$ cat src/rtl/seq_alu_pkg.sv
// Shared definitions for the sequential ALU: opcode values and FSM state type.
package seq_alu_pkg;

  localparam logic [2:0] OP_ADD = 3'b000;
  localparam logic [2:0] OP_SUB = 3'b001;
  localparam logic [2:0] OP_AND = 3'b010;
  localparam logic [2:0] OP_OR  = 3'b011;
  localparam logic [2:0] OP_XOR = 3'b100;
  localparam logic [2:0] OP_SLT = 3'b101;
  localparam logic [2:0] OP_SLL = 3'b110;
  localparam logic [2:0] OP_MUL = 3'b111;

  typedef enum logic [1:0] {
    IDLE = 2'd0,
    BUSY = 2'd1,
    DONE = 2'd2
  } state_t;

endpackage

$ cat src/rtl/seq_alu_if.sv
// Request/response bundle of the sequential ALU: operand request with
// valid/ready on one side, registered result with valid/ready on the other.
interface seq_alu_if #(
  parameter int WIDTH = 8
);
  logic             in_valid;
  logic             in_ready;
  logic [2:0]       op;
  logic             in_c;
  logic [WIDTH-1:0] in_x;
  logic [WIDTH-1:0] in_y;
  logic             out_valid;
  logic             out_ready;
  logic [WIDTH-1:0] out_s;
  logic             out_c;
  logic             zero;
  logic             overflow;

  modport master (
    output in_valid, op, in_c, in_x, in_y, out_ready,
    input  in_ready, out_valid, out_s, out_c, zero, overflow
  );

  modport slave (
    input  in_valid, op, in_c, in_x, in_y, out_ready,
    output in_ready, out_valid, out_s, out_c, zero, overflow
  );
endinterface

$ cat src/rtl/alu_core.sv
// Combinational single-cycle ALU: ADD/SUB/AND/OR/XOR/SLT with carry and
// signed-overflow flags; the width-generic form of the old 4-bit ALU.
module alu_core
  import seq_alu_pkg::*;
#(
  parameter int WIDTH = 8
) (
  input  logic [2:0]       op,
  input  logic             c_in,
  input  logic [WIDTH-1:0] x,
  input  logic [WIDTH-1:0] y,
  output logic [WIDTH-1:0] s,
  output logic             c_out,
  output logic             overflow
);

  logic [WIDTH:0] sum;

  // NOTE: every output gets a default first, so no path through the case
  // leaves a value unassigned and infers a latch.
  always_comb begin
    sum      = '0;
    s        = '0;
    c_out    = 1'b0;
    overflow = 1'b0;
    case (op)
      OP_ADD: begin
        sum      = {1'b0, x} + {1'b0, y} + {{WIDTH{1'b0}}, c_in};
        s        = sum[WIDTH-1:0];
        c_out    = sum[WIDTH];
        overflow = (x[WIDTH-1] == y[WIDTH-1]) && (s[WIDTH-1] != x[WIDTH-1]);
      end
      OP_SUB: begin
        // Carry-out of x + ~y + 1 is the inverted borrow.
        sum      = {1'b0, x} + {1'b0, ~y} + {{WIDTH{1'b0}}, 1'b1};
        s        = sum[WIDTH-1:0];
        c_out    = sum[WIDTH];
        overflow = (x[WIDTH-1] != y[WIDTH-1]) && (s[WIDTH-1] != x[WIDTH-1]);
      end
      OP_AND: s = x & y;
      OP_OR:  s = x | y;
      OP_XOR: s = x ^ y;
      OP_SLT: s = {{(WIDTH-1){1'b0}}, ($signed(x) < $signed(y))};
      default: s = '0;
    endcase
  end

endmodule

$ cat src/rtl/seq_alu.sv
// Sequential ALU: accepts one request at a time, runs single-cycle ops through
// alu_core and iterates SLL/MUL one bit per cycle, then holds the result.
module seq_alu
  import seq_alu_pkg::*;
#(
  parameter  int WIDTH = 8,
  localparam int SHW   = $clog2(WIDTH)
) (
  input logic       clk,
  input logic       rst,
  seq_alu_if.slave  bus
);

  state_t             state;
  logic [2:0]         op_q;
  logic [2*WIDTH-1:0] mcand;
  logic [2*WIDTH-1:0] acc;
  logic [2*WIDTH-1:0] acc_next;
  logic [WIDTH-1:0]   mplier;
  logic [SHW:0]       cnt;
  logic [SHW-1:0]     shamt;

  logic [WIDTH-1:0]   core_s;
  logic               core_c;
  logic               core_v;

  alu_core #(.WIDTH(WIDTH)) u_core (
    .op       (bus.op),
    .c_in     (bus.in_c),
    .x        (bus.in_x),
    .y        (bus.in_y),
    .s        (core_s),
    .c_out    (core_c),
    .overflow (core_v)
  );

  assign shamt         = bus.in_y[SHW-1:0];
  assign acc_next      = mplier[0] ? acc + mcand : acc;
  assign bus.in_ready  = (state == IDLE);
  assign bus.out_valid = (state == DONE);

  // NOTE: sequential state uses non-blocking assignments so every register
  // sees the pre-edge values of the others, independent of statement order.
  always_ff @(posedge clk) begin
    if (rst) begin
      state        <= IDLE;
      op_q         <= OP_ADD;
      mcand        <= '0;
      acc          <= '0;
      mplier       <= '0;
      cnt          <= '0;
      bus.out_s    <= '0;
      bus.out_c    <= 1'b0;
      bus.zero     <= 1'b0;
      bus.overflow <= 1'b0;
    end else begin
      case (state)
        IDLE: if (bus.in_valid) begin
          op_q   <= bus.op;
          mcand  <= {{WIDTH{1'b0}}, bus.in_x};
          mplier <= bus.in_y;
          acc    <= '0;
          case (bus.op)
            OP_MUL: begin
              cnt   <= (SHW+1)'(WIDTH);
              state <= BUSY;
            end
            OP_SLL: begin
              if (shamt == '0) begin
                bus.out_s    <= bus.in_x;
                bus.out_c    <= 1'b0;
                bus.zero     <= (bus.in_x == '0);
                bus.overflow <= 1'b0;
                state        <= DONE;
              end else begin
                cnt   <= {1'b0, shamt};
                state <= BUSY;
              end
            end
            default: begin
              bus.out_s    <= core_s;
              bus.out_c    <= core_c;
              bus.zero     <= (core_s == '0);
              bus.overflow <= core_v;
              state        <= DONE;
            end
          endcase
        end

        // SLL and MUL share the left-shifting operand register; only MUL
        // consumes the accumulator and the right-shifting multiplier.
        BUSY: begin
          cnt    <= cnt - 1'b1;
          mcand  <= {mcand[2*WIDTH-2:0], 1'b0};
          mplier <= mplier >> 1;
          acc    <= acc_next;
          if (cnt == (SHW+1)'(1)) begin
            state        <= DONE;
            bus.overflow <= 1'b0;
            if (op_q == OP_MUL) begin
              bus.out_s <= acc_next[WIDTH-1:0];
              bus.out_c <= |acc_next[2*WIDTH-1:WIDTH];
              bus.zero  <= (acc_next[WIDTH-1:0] == '0);
            end else begin
              bus.out_s <= {mcand[WIDTH-2:0], 1'b0};
              bus.out_c <= mcand[WIDTH-1];
              bus.zero  <= (mcand[WIDTH-2:0] == '0);
            end
          end
        end

        DONE: if (bus.out_ready) state <= IDLE;

        default: state <= IDLE;
      endcase
    end
  end

endmodule

$ cat src/flat_wrapper.sv
// flat-port wrapper written by rule: the top's interface ports become plain ports
module seq_alu_flat import seq_alu_pkg::*;
#(
  parameter  int WIDTH = 8,
  localparam int SHW   = $clog2(WIDTH)
)
  (clk, rst, bus_in_valid, bus_op, bus_in_c, bus_in_x, bus_in_y, bus_out_ready, bus_in_ready, bus_out_valid, bus_out_s, bus_out_c, bus_zero, bus_overflow);
  seq_alu_if #(.WIDTH(WIDTH)) bus_i ();
  input logic clk;
  input logic rst;
  input wire logic [$bits(bus_i.in_valid)-1:0] bus_in_valid;
  input wire logic [$bits(bus_i.op)-1:0] bus_op;
  input wire logic [$bits(bus_i.in_c)-1:0] bus_in_c;
  input wire logic [$bits(bus_i.in_x)-1:0] bus_in_x;
  input wire logic [$bits(bus_i.in_y)-1:0] bus_in_y;
  input wire logic [$bits(bus_i.out_ready)-1:0] bus_out_ready;
  output wire logic [$bits(bus_i.in_ready)-1:0] bus_in_ready;
  output wire logic [$bits(bus_i.out_valid)-1:0] bus_out_valid;
  output wire logic [$bits(bus_i.out_s)-1:0] bus_out_s;
  output wire logic [$bits(bus_i.out_c)-1:0] bus_out_c;
  output wire logic [$bits(bus_i.zero)-1:0] bus_zero;
  output wire logic [$bits(bus_i.overflow)-1:0] bus_overflow;
  assign bus_i.in_valid = bus_in_valid;
  assign bus_i.op = bus_op;
  assign bus_i.in_c = bus_in_c;
  assign bus_i.in_x = bus_in_x;
  assign bus_i.in_y = bus_in_y;
  assign bus_i.out_ready = bus_out_ready;
  assign bus_in_ready = bus_i.in_ready;
  assign bus_out_valid = bus_i.out_valid;
  assign bus_out_s = bus_i.out_s;
  assign bus_out_c = bus_i.out_c;
  assign bus_zero = bus_i.zero;
  assign bus_overflow = bus_i.overflow;
  seq_alu #(.WIDTH(WIDTH)) u_core (.clk(clk), .rst(rst), .bus(bus_i));
endmodule
$ cat config.mk
export PLATFORM = sky130hd
export DESIGN_NAME = seq_alu_flat
export DESIGN_NICKNAME = d
export VERILOG_FILES = /design/src/rtl/seq_alu_pkg.sv /design/src/rtl/seq_alu_if.sv /design/src/rtl/alu_core.sv /design/src/rtl/seq_alu.sv /design/src/flat_wrapper.sv
export SDC_FILE = /design/constraint.sdc
export NUM_CORES = 1
export LEC_CHECK = 0
export ABC_AREA = 1
export CAP_MARGIN = 20
export CORE_AREA = 2 2 103 105
export DETAILED_ROUTE_END_ITERATION = 10
export DIE_AREA = 0 0 105 107
export GPL_TIMING_DRIVEN = 0
export PLACE_DENSITY_LB_ADDON = 0.2
export SYNTH_ARGS = -nofsm -noshare
export SYNTH_HDL_FRONTEND = slang
export SYNTH_HIERARCHICAL = 1
export SYNTH_SLANG_ARGS = --single-unit
export TNS_END_PERCENT = 1
$ cat constraint.sdc
create_clock -name clk -period 2.6 [get_ports clk]
set_clock_uncertainty 0.2 [all_clocks]
set_input_delay 0.26 -clock clk [delete_from_list [all_inputs] [get_ports clk]]
set_output_delay 0.26 -clock clk [all_outputs]
set_load 0.02 [all_outputs]
==> results of run 1 <==
## synthesized netlist by cell type, types with 5 or more instances
cell	n
a21oi_1	58
a31oi_1	22
and2_1	5
buf_2	5
clkbuf_1	14
dfxtp_1	60
ha_1	41
inv_1	95
inv_2	9
nand2_1	253
nand3_1	71
nand4_1	8
nor2_1	70
nor3_1	8
nor4_1	5
o21ai_0	29
o21ai_1	16
o22ai_1	5
or2_2	6
## flip-flops by register name, summed over array words and instances, names as in the netlist
name and cells:
u_core/mplier 8, u_core/bus.out_s 8, u_core/cnt 4, u_core/bus.out_c 1, u_core/bus.zero 1, u_core/op_q 3
u_core/acc 16, u_core/state 2, u_core/bus.overflow 1, u_core/mcand 16
## metrics by stage
stage               total power, mW  cell area [um^2]  setup TNS (ps)
floorplan                      1.53              5150               0
global placement               1.79              5670           -3880
detailed placement             1.80              5670           -4310
CTS                            2.84              6000               0
global route                   2.99              6040               0
finish                         2.86              6040               0
## worst reg2reg max path, cell delays in order (launching register included)
cell and delay [ps]:
dfxtp_2 390, ha_2 260, fa_1 450, mux2i_2 220, nand2_1 140, nor3_2 150, nand3_1 100, nor2_1 100
nand2_1 60, nand2_1 120, nand2_4 80, a21oi_2 120
## where the power goes
group	internal, mW	switching (mW)	leakage [nW]	total (mW)
Clock	0.655	0.369	0.122	1.02
Combinational	0.294	0.511	2.21	0.805
Sequential	0.977	0.0549	0.490	1.03
Total	1.93	0.935	2.82	2.86
## what timing repair did
item                       CTS  global route
pin swaps                    8             9
setup buffers                2             1
gates resized for setup     49            54
hold buffers                 0             0
setup endpoints to repair    6             2
## metal layers
layer / GRT usage [%] / vias to the layer above
met4: 10.2 / 0
met2: 51.9 / 204
li1: - / 2829
met3: 3.22 / 33
met1: 35.9 / 2630
met5: 0 / -
## logic make-up (layout without fill, tap and decap cells)
| family | Yosys count | after routing | share of synthesized area, % |
|---|---|---|---|
| simple gates | 441 | 441 | 36.8 |
| mux | 2 | 2 | 0.389 |
| flops | 60 | 60 | 23.3 |
| xor+xnor | 5 | 5 | 0.851 |
| compound gates | 149 | 149 | 16.7 |
| fa+ha+maj | 45 | 45 | 11.5 |
| buf+inv | 133 | 185 | 10.4 |
## path summary, 6_finish.rpt
path | slack [ps] | from | cells past startpoint | to
setup / recovery | 130 | bus_op[2] | 15 | u_core/bus.zero
hold / removal | 50 | bus_in_x[0] | 3 | u_core/mcand[0]
hold reg to reg | 270 | u_core/bus.overflow | 2 | u_core/bus.overflow
setup reg to reg | 160 | u_core/mcand[0] | 11 | u_core/bus.zero
## final cells by class
class | count | share of cell area (%)
Timing Repair Buffer | 38 | 5.39
Clock buffer | 10 | 2.28
Inverter | 107 | 6.79
Sequential cell | 60 | 19.9
Multi-Input combinational cell | 642 | 59.1
Clock inverter | 5 | 1.66
Tap cell | 136 | 2.82
Buffer | 25 | 2.09
==> run summary, run 1 <==
Final min period = 2470 ps
Required @ worst endpoint = 2660 ps
Synth area leaders = dfxtp_1, nand2_1, ha_1
Most common cell after layout, fill and taps aside = nand2_1
CTS clk-pin slew, worst paths = 70 ps
Hold Slack = 49.2 ps
GPL Wtd Cong = 1.00
Number of max-cap violations = 0
Fmax = 0.404 GHz
Worst VDD drop = 0.241 mV
Highest metal used = met4
Routed length on met3 = 906 um
Largest net degree at the start of global routing = 11
Yosys reg bits = 60
IO Pins = 37
DRC violations left = 0
Num CTS Buffers = 9
Dpl cells = 1006
Buf+Inv Stages, Crit Path = 4
Fraction of layout cells with a size suffix above 1 = 12.4%
Area taken by flip-flops and latches = 0.00120 mm^2
Hold Vio Cnt, Final = 0
ANT nets after route = 0
Leak pwr = 2.82 nW
Die Ht = 107 um
CP Cell Sequence = clkdlybuf4s50_1 > inv_2 > nand3_4 > inv_1 > nand2_1 > o21ai_0 > nor3_1 > nand2_1 > nor4_2 > nand3_1 > o21ai_1 > o21ai_1 > inv_2 > nand2_4 > a21oi_2
CTS H-Tree Depth = 3
Layout area overhead = 17.4%
DRT met1 WL = 6.93 mm
Total global routing overflow = 0
Die width = 105 um
Crit share post-route = 95.2%
Non-Filler Instances = 1023
Final #Nets = 952
DR vias = 5696
Yosys cell types = 49
Clk buf depth = 2
Setup WS post-layout = 125 ps
Drt pass-1 iters = 5
Initial antenna violation count = 0
Post-DP HPWL = 12.9 mm
Core area = 0.0101 mm^2
Commonest non-fill, non-tap cells in the layout = nand2_1, inv_1, nor2_1
Fin util = 59.9%
Post-synth EDFFs = 0
Critical path launch point type = input pin
Routed met2 length = 8.03 mm
Worst relative slew slack = 55.9%
Synthesized cell area = 0.00515 mm^2
Pre-CTS WS = -886 ps
Vias in the first global route = 5344
Ys flop type = dfxtp_1
Syn_area_per_cell = 6.16 um^2
RSZ-0062 raised after global routing = false
Slew Limit Fails = 0
TritonCTS clock tree = done
Diode count = 0
Footprint of the multi-input gates = 0.00357 mm^2
Outcome = finished, final reports clean
Crit path max fanout = 7
Die ar. = 0.0112 mm^2
CP Capture Type = flip-flop
Port bufs = 35
CP max stage cell = clkdlybuf4s50_1
Total routed wirelength = 16.3 mm
Hold Crit Class = input pin to flip-flop
Critical Path AT = 2540 ps
Total Routing Usage GR = 29.0%
Clock tree sinks = 60
Effective utilization at floorplan = 51.0%
WL per Instance = 15.9 um
Drt via density = 5.57
Slew at the pin closest to its max-slew limit = 661 ps
Post-synthesis async set-or-reset flop share = 0%
Setup violators final = 0
Fillcell total = 1046
CTS Root Cell = clkbuf_8
First-pass GRT wire length = 26.0 mm
Part of the Yosys area used for sequential elements = 23.3%
Row cnt = 37
Yosys warns = 6
Yosys top cell area share = 23.3%
Worst path max stage delay = 600 ps
Syn Inst Count = 835
Biggest area consumer among synthesized cells = dfxtp_1
CP Class = input pin to flip-flop
Clock Latency Late Sink = 330 ps
PD cells = 474 mW/mm^2
DR iter-0 viols = 555
Delay-heaviest family, CP = simple AND/OR/NAND/NOR gates
Syn nets = 904
Power figures use the tool's default switching activity.
==> inputs of run 2 (changes only) <==
- CORE_AREA: 2 2 103 105 -> 2 2 132 83
- DIE_AREA: 0 0 105 107 -> 0 0 134 85
==> run 2 against run 1 <==
Against the previous run:
- sequential cell count unchanged
- maximum frequency is 2.3% lower
- global-route usage increased by 2.9 points
- sequential share of layout area down 0.53 points
- cell area up 2.8%
- setup slack lost 57 ps
- non-clock buffer count grew 2
- hold slack gained 2.2 ps
- clock power is 17% higher
- via count is 4.4% higher
- largest cell class unchanged
==> run summary, run 2 (same netlist as run 1, synthesis figures left out) <==
Die width = 134 um
Logic gate share of total power = 27.6%
Core area = 0.0102 mm^2
Pwr Total = 3.08 mW
Outcome = finished, final reports clean
Final #Nets = 954
FF-to-FF End = u_core/bus.zero
Die ar. = 0.0114 mm^2
Pre-CTS WS = -1020 ps
Reg-to-reg setup timing slack = 70 ps
Clock tree sinks = 60
Diode count = 0
PD cells = 497 mW/mm^2
Hold Path Stages = 3
Cts hold-fix bufs = 0
DR iter-0 viols = 637
Int Pwr = 2.03 mW
Hold Crit Class = input pin to flip-flop
Fin util = 60.9%
DRC violations left = 0
CTS clk-pin slew, worst paths = 60 ps
Fillcell total = 943
Hold Vio Cnt, Final = 0
Total routed wirelength = 17.9 mm
TritonCTS clock tree = done
Final min period = 2530 ps
Layout area overhead = 20.6%
Reg2reg path depth = 11
First-pass GRT wire length = 27.9 mm
CP max stage cell = fa_1
Post-DP HPWL = 14.1 mm
Setup violators final = 0
Clock power share = 38.7%
Crit path launch = u_core/mcand[0]
Crit share post-route = 97.4%
Leak pwr = 2.89 nW
DR vias = 5946
Critical Path AT = 2590 ps
Clk buf depth = 2
Die Ht = 85 um
CTS H-Tree Depth = 3
Worst path max stage delay = 440 ps
Largest net degree at the start of global routing = 13
Effective utilization at floorplan = 50.5%
Slew at the pin closest to its max-slew limit = 614 ps
P_sw = 1.05 mW
IO Pins = 37
Num CTS Buffers = 9
Row cnt = 29
Vias in the first global route = 5212
CTS Root Cell = clkbuf_16
Reg2Reg Launch Point = u_core/mcand[0]
Total global routing overflow = 0
Net Sw Frac = 34.1%
GPL Wtd Cong = 0.994
Clock Latency Late Sink = 330 ps
Total Routing Usage GR = 31.9%
Critical path launch point type = flip-flop
Port bufs = 35
Most common cell after layout, fill and taps aside = nand2_1
Hold-critical path endpoint = u_core/mplier[3]
Drt pass-1 iters = 5
Setup WS post-layout = 67.6 ps
CP Cell Sequence = ha_4 > fa_1 > mux2i_2 > nand2_1 > nor3_2 > nand3_1 > nor2_1 > nand2_1 > nand2_1 > nand2_2 > a21oi_2
Required @ worst endpoint = 2660 ps
Drt via density = 5.78
Most used cell, CP = nand2_1
Area taken by flip-flops and latches = 0.00120 mm^2
Largest regs = u_core/acc (16), u_core/mcand (16)
Crit path max fanout = 5
HP Start = bus_in_y[3]
ANT nets after route = 0
Fmax = 0.395 GHz
Number of max-cap violations = 0
Slew Limit Fails = 0
Initial antenna violation count = 0
Worst VDD drop = 0.333 mV
Commonest non-fill, non-tap cells in the layout = nand2_1, inv_1, nor2_1
Footprint of the multi-input gates = 0.00363 mm^2
CP Class = flip-flop to flip-flop
Hold Slack = 51.4 ps
Worst relative slew slack = 59.0%
Sequential share of power = 33.6%
WL per Instance = 17.4 um
Fraction of layout cells with a size suffix above 1 = 13.7%
CP Capture Type = flip-flop
## run 2: cell types whose count changed in the layout (fill, tap and decap cells not counted), sizes merged
cell | before | now
buf | 19 | 16
bufinv | 3 | 1
clkbuf | 30 | 33
clkdlybuf4s15 | 0 | 1
clkinv | 3 | 5
dlygate4sd2 | 4 | 2
dlymetal6s2s | 4 | 6
inv | 106 | 108
## run 2: cell type report
type / count / area share [%]
multi-input cells: 642 / 58.4
flip-flops and latches: 60 / 19.4
plain buffers: 25 / 2.10
clock buffers: 9 / 3.63
clock inverters: 7 / 1.21
well taps: 139 / 2.80
inverters: 107 / 6.69
repair buffers: 40 / 5.76
## run 2: metal layers
metal  GRT usage, %  wire length (um)
met1           49.9              8560
met2           40.3              6620
met3           12.6              2600
met4           5.32               139
met5              0                 0
## run 2: repair_timing
| action | 4_1_cts | 5_1_grt |
|---|---|---|
| setup buffers | 3 | 2 |
| gates resized for setup | 53 | 62 |
| pin swaps | 7 | 15 |
| cloned | 0 | 0 |
| endpoints found under the setup margin | 8 | 3 |
## run 2: how the worst max path moves through the flow
stage,slack (ps),endpoint,cells past startpoint
after floorplan,220,u_core/bus.zero,14
after global placement,-930,u_core/bus.zero,17
after detailed placement,-1020,u_core/bus.zero,17
after CTS,1,u_core/bus.zero,14
after global routing,-8,u_core/bus.zero,18
final,70,u_core/bus.zero,11
## run 2: critical path: cells and delay by family, from the launching register on
kind                     cells  cell delay (ps)
flip-flops                   1              410
multiplexers                 1              300
adder cells (fa/ha/maj)      2              650
AO/OA/AOI/OAI                1              120
AND/OR/NAND/NOR              7              770
## run 2: metrics by stage
step	instance area, um^2	TNS (ps)	instances
final	6210	0	1029
after global routing	6210	-8.01	1029
after CTS	6100	0	1027
after detailed placement	5670	-5320	1009
after global placement	5670	-4520	1009
after floorplan	5150	0	835
## run 2: power groups by stage
stage                     combinational (mW)  sequential (mW)  clock [mW]
after global routing                   0.920             1.04        1.26
final                                  0.852             1.04        1.19
after CTS                              0.796             1.03        1.21
after floorplan                        0.477             1.06           0
after detailed placement               0.763             1.05           0
after global placement                 0.748             1.05           0
==> inputs of run 3 (changes only) <==
- ABC_AREA: 1 -> unset
- CORE_AREA: 2 2 132 83 -> 2 2 141 88
- DIE_AREA: 0 0 134 85 -> 0 0 143 90
==> run 3 against run 2 <==
Against the previous run:
- sequential cell count unchanged
- hold slack got worse by 12 ps
- routed wire length increased by 2.2%
- largest cell class unchanged
- critical path depth unchanged
- die area increased by 13%
- synthesized cell count decreased by 17%
- critical path type is now input pin to flip-flop
- core utilization decreased by 7.5 points
- the flow now finishes with violations (setup timing)
- highest routed layer unchanged
- count of clock-buffer cells in the layout increased by 3
==> run summary, run 3 <==
Commonest non-fill, non-tap cells in the layout = nor2_1, nand2_1, dfxtp_1
Diode count = 0
Fraction of layout cells with a size suffix above 1 = 15.0%
Num CTS Buffers = 9
CP Capture Type = flip-flop
Setup_tns = -2210 ps
Yosys reg bits = 60
Hold Vio Cnt, Final = 0
Setup WS post-layout = -667 ps
Clock Latency Late Sink = 330 ps
DRC violations left = 0
Hold Path Stages = 3
Vias in the first global route = 5176
CTS H-Tree Depth = 3
Ys flop type = dfxtp_1
Syn Inst Count = 697
Outcome = complete, but fails checks
Required @ worst endpoint = 2620 ps
Number of max-cap violations = 0
Slew at the pin closest to its max-slew limit = 820 ps
Final #Nets = 818
Int Pwr = 2.08 mW
Clock tree sinks = 60
GPL Wtd Cong = 0.959
Drt via density = 6.20
CP Class = input pin to flip-flop
Largest regs = u_core/acc (16), u_core/mcand (16)
Part of the Yosys area used for sequential elements = 23.4%
Most frequent cell after synthesis = nor2_1
Reg-to-reg setup timing slack = -550 ps
Hold Slack = 39.8 ps
Hold Crit Class = input pin to flip-flop
Logic gate share of total power = 27.8%
Drt pass-1 iters = 7
Reg2Reg Launch Point = u_core/mcand[0]
Net Sw Frac = 32.4%
Syn_area_per_cell = 7.35 um^2
Post-synth top cells = nor2_1, nand2_1, a21oi_1, dfxtp_1, ha_1
Clk buf depth = 2
Total Routing Usage GR = 28.9%
Cts hold-fix bufs = 0
HP Start = bus_in_y[4]
WL per Instance = 20.0 um
Core area = 0.0117 mm^2
Sequential share of power = 33.5%
Initial antenna violation count = 0
ANT nets after route = 0
Hold-critical path endpoint = u_core/mplier[4]
DR vias = 5689
Layout area overhead = 21.6%
Crit share post-route = 126%
Most common cell after layout, fill and taps aside = nor2_1
TritonCTS clock tree = done
Final min period = 3270 ps
Failing checks = setup timing
Worst VDD drop = 0.333 mV
RSZ-0062 raised after global routing = true
Setup violators final = 7
P_sw = 0.997 mW
Critical path launch point type = input pin
DR iter-0 viols = 836
Effective utilization at floorplan = 43.9%
PD cells = 494 mW/mm^2
CTS Root Cell = clkbuf_16
Syn nets = 766
Total global routing overflow = 0
Die ar. = 0.0129 mm^2
Slew Limit Fails = 0
FF-to-FF End = u_core/bus.out_c
Yosys warns = 6
Fmax = 0.306 GHz
Yosys cell types = 77
IO Pins = 37
Post-synthesis async set-or-reset flop share = 0%
Critical Path AT = 3290 ps
Die width = 143 um
Post-synth EDFFs = 0
Leak pwr = 2.46 nW
Crit path max fanout = 8
Die Ht = 90 um
Clock power share = 38.8%
Fin util = 53.4%
CTS clk-pin slew, worst paths = 50 ps
Synth area leaders = dfxtp_1, ha_1, nor2_1
Worst relative slew slack = 45.4%
Row cnt = 31
Reg2reg path depth = 10
First-pass GRT wire length = 28.7 mm
Port bufs = 34
Synthesized cell area = 0.00512 mm^2
Largest net degree at the start of global routing = 11
Total routed wirelength = 18.3 mm
Post-DP HPWL = 14.1 mm
Fillcell total = 1134
Biggest area consumer among synthesized cells = dfxtp_1
Yosys top cell area share = 23.4%
==> run 3: metal layers <==
| layer | track usage, % | share of wire, % | up-vias |
|---|---|---|---|
| met4 | 5.12 | 1.5 | 0 |
| met1 | 46.8 | 49 | 2692 |
| met2 | 36.9 | 37 | 339 |
| met5 | 0 | 0 | - |
| met3 | 8.20 | 12 | 35 |
| li1 | - | - | 2623 |
==> run 3: metrics by stage <==
step | worst slack, ps | area, um^2 | total power, mW | cells
after floorplan | -486 | 5140 | 1.54 | 697
after global placement | -1600 | 5690 | 1.81 | 896
after detailed placement | -1620 | 5690 | 1.82 | 896
after CTS | -809 | 6090 | 3.04 | 915
after global routing | -746 | 6230 | 3.22 | 917
final | -667 | 6230 | 3.08 | 917
==> run 3: final cells by class <==
| class | instances | area (um^2) | share of cell area, % |
|---|---|---|---|
| sequential | 60 | 1200 | 19.3 |
| timing repair buffer | 42 | 383 | 6.14 |
| tap | 165 | 206 | 3.31 |
| clock buffer | 12 | 256 | 4.12 |
| buffer | 43 | 211 | 3.39 |
| clock inverter | 2 | 35.0 | 0.562 |
| multi-input combinational | 555 | 3780 | 60.7 |
| inverter | 38 | 155 | 2.49 |
==> run 3: what timing repair did <==
action,CTS,global route
hold endpoints to repair,0,0
setup endpoints to repair,19,35
buffers inserted,6,2
gates resized for setup,76,43
pin swaps,16,14
==> run 3: logic make-up (layout without fill, tap and decap cells) <==
| group | Yosys count | count (layout) | synth area share, % |
|---|---|---|---|
| flops | 60 | 60 | 23.4 |
| simple gates | 277 | 277 | 24.8 |
| mux | 16 | 16 | 3.49 |
| compound gates | 205 | 205 | 27.9 |
| buf+inv | 82 | 137 | 6.67 |
| xor+xnor | 12 | 12 | 2.05 |
| fa+ha+maj | 45 | 45 | 11.6 |
==> run 3: worst max path at each step <==
stage / startpoint / to / slack, ps / depth (start not counted)
2_1_floorplan: bus_in_x[0] / u_core/bus.out_c / -490 / 13
3_3_place_gp: bus_in_y[0] / u_core/bus.out_c / -1600 / 14
3_5_place_dp: bus_in_y[0] / u_core/bus.out_c / -1620 / 14
4_1_cts: bus_in_x[0] / u_core/bus.out_c / -810 / 14
5_1_grt: bus_in_y[0] / u_core/bus.out_c / -750 / 14
6_report: bus_in_y[6] / u_core/bus.out_c / -670 / 11
==> run 3: critical path: stages <==
cell and delay, ps:
clkdlybuf4s50_1 540, inv_1 110, ha_4 330, inv_1 120, o21a_1 190, o22ai_2 270, o22ai_2 170, a2111oi_4 350
o2111ai_2 190, or4_4 510, o31a_1 240
==> run 3: power by group through the flow <==
stage	logic (mW)	registers [mW]	clock network [mW]
4_1_cts	0.800	1.03	1.21
6_report	0.855	1.03	1.19
5_1_grt	0.923	1.04	1.26
3_3_place_gp	0.762	1.04	0
2_1_floorplan	0.499	1.04	0
3_5_place_dp	0.777	1.05	0
